$ cat config.mk
export PLATFORM = sky130hd
export DESIGN_NAME = serial_adder
export DESIGN_NICKNAME = d
export VERILOG_FILES = /design/src/rtl/serial_arith_pkg.sv /design/src/rtl/full_adder.sv /design/src/rtl/serial_adder.sv
export SDC_FILE = /design/constraint.sdc
export NUM_CORES = 1
export LEC_CHECK = 0
export CORE_ASPECT_RATIO = 1.2
export CORE_UTILIZATION = 54
export CTS_CLUSTER_SIZE = 28
export DETAILED_ROUTE_END_ITERATION = 16
export PLACE_DENSITY = 0.82
export SLEW_MARGIN = 30
export SYNTH_ARGS = -nofsm -noshare
export SYNTH_HDL_FRONTEND = slang
export SYNTH_SLANG_ARGS = --single-unit
$ cat constraint.sdc
create_clock -name clk -period 2.85 [get_ports clk]
set_input_delay 0.4275 -clock clk [delete_from_list [all_inputs] [get_ports clk]]
set_output_delay 0.4275 -clock clk [all_outputs]
set_load 0.03 [all_outputs]
$ cat src/rtl/serial_arith_pkg.sv
// serial_arith_pkg: shared FSM states, default width and counter sizing for the serial adder
package serial_arith_pkg;

  localparam int WIDTH_DEFAULT = 8;

  typedef enum logic [1:0] {
    IDLE,
    SHIFT,
    DONE
  } state_e;

  // Counter must hold 0..WIDTH-1 with one spare bit of headroom.
  function automatic int cnt_bits(input int w);
    return $clog2(w) + 1;
  endfunction

endpackage

$ cat src/rtl/full_adder.sv
// full_adder: combinational one-bit adder cell
module full_adder (
  input  logic a,
  input  logic b,
  input  logic cin,
  output logic sum,
  output logic cout
);

  assign sum  = a ^ b ^ cin;
  assign cout = (a & b) | (cin & (a ^ b));

endmodule

$ cat src/rtl/serial_adder.sv
// serial_adder: bit-serial adder, one result bit per cycle through a single full-adder cell
module serial_adder
  import serial_arith_pkg::*;
#(
  parameter int WIDTH = WIDTH_DEFAULT
) (
  input  logic             clk,
  input  logic             rst,
  input  logic             start,
  input  logic [WIDTH-1:0] a,
  input  logic [WIDTH-1:0] b,
  output logic             busy,
  output logic             done,
  output logic [WIDTH-1:0] sum,
  output logic             cout
);

  localparam int CW = cnt_bits(WIDTH);

  state_e           state_q, state_d;
  logic [WIDTH-1:0] a_q, a_d;
  logic [WIDTH-1:0] b_q, b_d;
  logic [WIDTH-1:0] res_q, res_d;
  logic [WIDTH-1:0] sum_q, sum_d;
  logic             c_q, c_d;
  logic             cout_q, cout_d;
  logic [CW-1:0]    cnt_q, cnt_d;
  logic             fa_s, fa_c;
  logic             last;

  full_adder u_fa (
    .a   (a_q[0]),
    .b   (b_q[0]),
    .cin (c_q),
    .sum (fa_s),
    .cout(fa_c)
  );

  assign last = cnt_q == CW'(WIDTH - 1);
  assign busy = state_q == SHIFT;
  assign done = state_q == DONE;
  assign sum  = sum_q;
  assign cout = cout_q;

  // Next state: shift one bit per SHIFT cycle, publish the result only when entering DONE
  always_comb begin
    state_d = state_q;
    a_d     = a_q;
    b_d     = b_q;
    res_d   = res_q;
    sum_d   = sum_q;
    c_d     = c_q;
    cout_d  = cout_q;
    cnt_d   = cnt_q;
    if (state_q == SHIFT) begin
      a_d   = a_q >> 1;
      b_d   = b_q >> 1;
      c_d   = fa_c;
      res_d = (res_q >> 1) | (WIDTH'(fa_s) << (WIDTH - 1));
      cnt_d = cnt_q + CW'(1);
      if (last) begin
        state_d = DONE;
        sum_d   = res_d;
        cout_d  = fa_c;
      end
    end else if (start) begin
      state_d = SHIFT;
      a_d     = a;
      b_d     = b;
      res_d   = '0;
      c_d     = 1'b0;
      cnt_d   = '0;
    end else begin
      state_d = IDLE;
    end
  end

  // State and datapath registers with synchronous reset that discards any partial result
  always_ff @(posedge clk) begin
    if (rst) begin
      state_q <= IDLE;
      a_q     <= '0;
      b_q     <= '0;
      res_q   <= '0;
      sum_q   <= '0;
      c_q     <= 1'b0;
      cout_q  <= 1'b0;
      cnt_q   <= '0;
    end else begin
      state_q <= state_d;
      a_q     <= a_d;
      b_q     <= b_d;
      res_q   <= res_d;
      sum_q   <= sum_d;
      c_q     <= c_d;
      cout_q  <= cout_d;
      cnt_q   <= cnt_d;
    end
  end

endmodule

# --- Yosys cells after proc, flatten, opt, wreduce, memory -nomap -nowiden ---
# Cells that the tools add are included.
totals:
  reg_bits: 40
  output_inout_bits: 11
  input_bits: 19
op_classes:
  bitwise: 6
  n_reduce_logical: 3
  eq_ne: 4
  add_sub_neg: 1
  n_mux: 13
ops:
  columns: ["operator", "n"]
  rows:
  - ["$mux W7", 4]
  - ["$mux W8", 2]
  - ["$mux W4", 2]
  - ["$or A7 B8 Y8", 1]
  - ["$add A4 B1 Y4 const B", 1]
  - ["$eq A4 B3 Y1 const B", 1]
  - ["$mux W2", 2]
  - ["$mux W1", 3]
  - ["$and A1 B1 Y1", 2]
  - ["$eq A2 B1 Y1 const B", 1]
  - ["$eq A2 B2 Y1 const B", 1]
  - ["$ne A2 B1 Y1 const B", 1]
  - ["$reduce_and A2 Y1", 1]
  - ["$reduce_bool A2 Y1", 1]
  - ["$reduce_or A2 Y1", 1]
  - ["$xor A1 B1 Y1", 2]
  - ["$or A1 B1 Y1", 1]

# --- Logic depth before layout (Yosys ltp) ---
logic_depth:
  ltp_word: 4
  depth_mapped: 6

# --- Hierarchy ---
# From an unflattened synthesis, not the netlist that was laid out.
unflattened:
  hier_cells: 155
  hier_area_um2: 1586.5
by_module_without_submodules:
  columns: ["module", "area_per_inst_um2", "seq_area_each_um2", "cells_per_inst", "n_inst"]
  rows:
  - ["serial_adder", 1566.5, 780.7, 154, 1]
  - ["full_adder", 20.0, 0.0, 1, 1]

# --- Worst setup path before layout ---
# No wires, ideal clock.
synth_timing:
  path_type: "reg2out"
  startpoint: "register state_q[1]"
  endpoint: "output port busy"
  t_required_ns: 2.423
  stages_incl_launch_ff: 5
  arrival_time_ns: 0.908
  setup_slack_ns: 1.514
  path_cell_list: "dfxtp_1 nand2b_2 inv_2 buf_6 buf_2"
synth_via:
  elab_chain_len: 1
synth_lines:
  columns: ["item", "line", "text"]
  rows:
  - ["start: declaration", "serial_adder.sv:20", "state_e state_q, state_d;"]
  - ["start signal: assignment", "serial_adder.sv:90", "state_q <= state_d;"]
  - ["$eq A2 B1 Y1", "serial_adder.sv:40", "assign busy = state_q == SHIFT;"]
  - ["end: declaration", "serial_adder.sv:12", "output logic busy,"]
# Every way passes these cells.

# --- Worst setup path in the final report ---
# Same ends and word-level chain as after synthesis.

==> impl_results.md <==
- Run status: finished clean
- Worst setup endpoint: busy
- Post-Syn Area per Cell: 10.2 um^2
- Die X-Extent: 51.5 um
- Netlist cell types: 30
- CTS tree: yes
- Sequential share of the synthesized area: 49.2%
- Grt total ovfl: 0
- Vias in the first global route: 1,172
- Class of the worst hold path: register to register
- Flop2flop setup slack: 1320 ps
- CTS hold repair buffers: 0
- GRT Total Usage: 23.4%
- Hold slack: about 480 ps
- Final setup viols: 0
- Worst-Margin Slew: 396 ps
- Slowest CP cell: clkdlybuf4s50_1
- Die H: 61.4 um
- H-tree depth: 2
- Clock-pin slew on the worst setup and hold paths: 130 ps
- Post-CTS Repair Setup Buffers: 0
- Synth Cell Area: 1590 um^2
- Max Cap Viol: 0
- Die ar.: 3160 um^2
- Diode count: 0
- CTS root buffer: clkbuf_4
- WL final: 3080 um
- Final hold viol count: 0
- Crit-path cells: nand2b_2 -> inv_2 -> clkdlybuf4s50_1
- PostCTS Resize Cnt: 0
- RSZ-0062 raised after global routing: no
- Share of layout cells above drive strength 1: 8.79%
- R2r worst-path depth: 4
- DRC violations left: 0
- Worst r2r src: state_q[1]
- DR iter-0 viols: 27
- Synth top area cells: dfxtp_1 49%, mux2i_1 10%, a211oi_1 6.6%, a22o_1 5.0%, nand3b_1 4.7%
- Synth Register Bits: 39
- Critical path endpoint category: output port
- Syn_nets: 176
- Final period utilization: 81.8%
- Post-Syn Instances: 155
- I/O pin count: 30
- Routed Antenna Nets: 0
- Synth warn: 0
- Num CTS Buffers: 5
- Vias per inst: ~5.7
- P_leak: 0.745 nW
- Final HPWL DP: around 2000 um
- Setup CP Type: register to output port
- Clock Latency Late Sink: 350 ps
- Initial antenna violation count: 0
- Layout area overhead: 23.2%
- CTS max path bufs: 2
- Via count: 1,223
- Pwr Density: 550 nW/um^2
- Rows: 21
- Max-slew violation count: 0
- Fill cells: 245
- Slew HR: between 70% and 80%
- Share of Yosys cell area claimed by the top area cell type: 49.2%
- Number of detailed-route iterations in the first pass: 4
- First-pass GRT wire length: 5270 um
- Clock Sinks: 39
- Nets: between 200 and 250
- Largest net degree at the start of global routing: 40
- WP data arrival: 1900 ps
- DR WL/cell: 14.3 um
- Crit path launch: state_q[1]
- Worst clock skew: 11.7 ps
- RR Endpoint: sum[1]
- Worst-path fanout max: 20
- Leading area contributor after synthesis: dfxtp_1
- Starting density of the core: 57.0%
- Post-route minimum period: between 2000 and 2500 ps
- Core area: 2790 um^2
- CP Launch Type: register
- Worst vdd ir: approximately 0.00039 V
- Final Wtd Congestion: 0.718
- Setup tns final: 0 ps
- Fmax: approximately 0.43 GHz
- Max incr delay on CP: 750 ps
- Crit path required time: 2420 ps
- Port buffer count: 29
## synth_stat cells, drive strengths merged
library cell	number
nor3b	1
a41oi	1
dfxtp	39
nand3	2
and3	1
a21oi	11
mux2i	16
ha	1
nand3b	10
o21a	1
clkbuf	3
inv	2
fa	1
nor2	14
nand2	9
nand2b	2
nor3	2
nor2b	1
a31oi	1
mux2	1
a211oi	15
buf	10
a22o	9
or3	2
## cell type report
type	instances	area, um^2	share of cell area, %
sequential	39	781	39.9
multi-input combinational	101	729	37.3
timing repair buffer	32	313	16.0
clock inverter	3	43.8	2.24
tap	34	42.5	2.18
clock buffer	5	37.5	1.92
inverter	2	7.51	0.384
## cell usage in the layout, fill, tap and decap left out, drive strengths merged
cell type and n:
clkinv 2, fa 1, clkbuf 5, nor2 14, nand3 2, nor2b 1
nand3b 10, buf 3, nor3b 1, a21oi 11, nand2b 2, and3 1
o21a 1, clkdlybuf4s50 29, nand2 9, nor3 2, mux2i 16, bufinv 1
a31oi 1, or3 2, a211oi 15, ha 1, dfxtp 39, a41oi 1
a22o 9, mux2 1, inv 2
## sequential cells by signal, summed over array words and instances (netlist names)
register and cells:
c_q 1, b_q 8, cout 1, a_q 8, res_q 7, cnt_q 4, state_q 2, sum 8
## worst min path at each step
| stage | startpoint | to | slack, ps | cells after the start |
|---|---|---|---|---|
| after CTS | res_q[6] | res_q[5] | 470 | 2 |
| after floorplan | res_q[3] | res_q[2] | 450 | 2 |
| after global placement | res_q[2] | res_q[1] | 460 | 2 |
| after detailed placement | res_q[6] | res_q[5] | 460 | 2 |
| final | res_q[6] | res_q[5] | 480 | 2 |
| after global routing | res_q[4] | res_q[3] | 510 | 2 |
## report_power, final
group	total, W	switching (W)	internal [W]
sequential	0.000581	0.0000136	0.000568
combinational	0.000116	0.0000579	0.0000585
clock	0.000377	0.000192	0.000185
total	0.00107	0.000264	0.000811
## routing by layer
metal	share of wire [%]	wire (um)	track usage [%]
met1	44	1350	27.7
met2	51	1580	40.1
met3	3.4	104	5.19
met4	1.7	51	11.6
met5	0	0	0
## critical path, delay by kind of cell (launching register included)
kind | cells | cell delay, ps
simple gates | 1 | 180
flops | 1 | 320
buf+inv | 2 | 1040
## stage by stage
step	power, W	setup slack, ps	instance area (um^2)	std cells	utilization [%]
floorplan	0.000669	1510	1590	155	-
detailed placement	0.000710	838	1870	208	67.3
CTS	0.00108	533	1950	216	70.2
finish	0.00107	519	1950	216	70.2
global placement	0.000705	893	1870	208	67.3
global route	0.00113	420	1950	216	70.2
## kinds of logic after synthesis
kind of cell    Yosys count  share of synthesized area [%]
simple gates             44                           14.4
fa+ha+maj                 2                           2.05
buf+inv                  15                           4.81
flops                    39                           49.2
mux                      17                           11.0
compound gates           38                           18.5
Power figures use the tool's default switching activity.
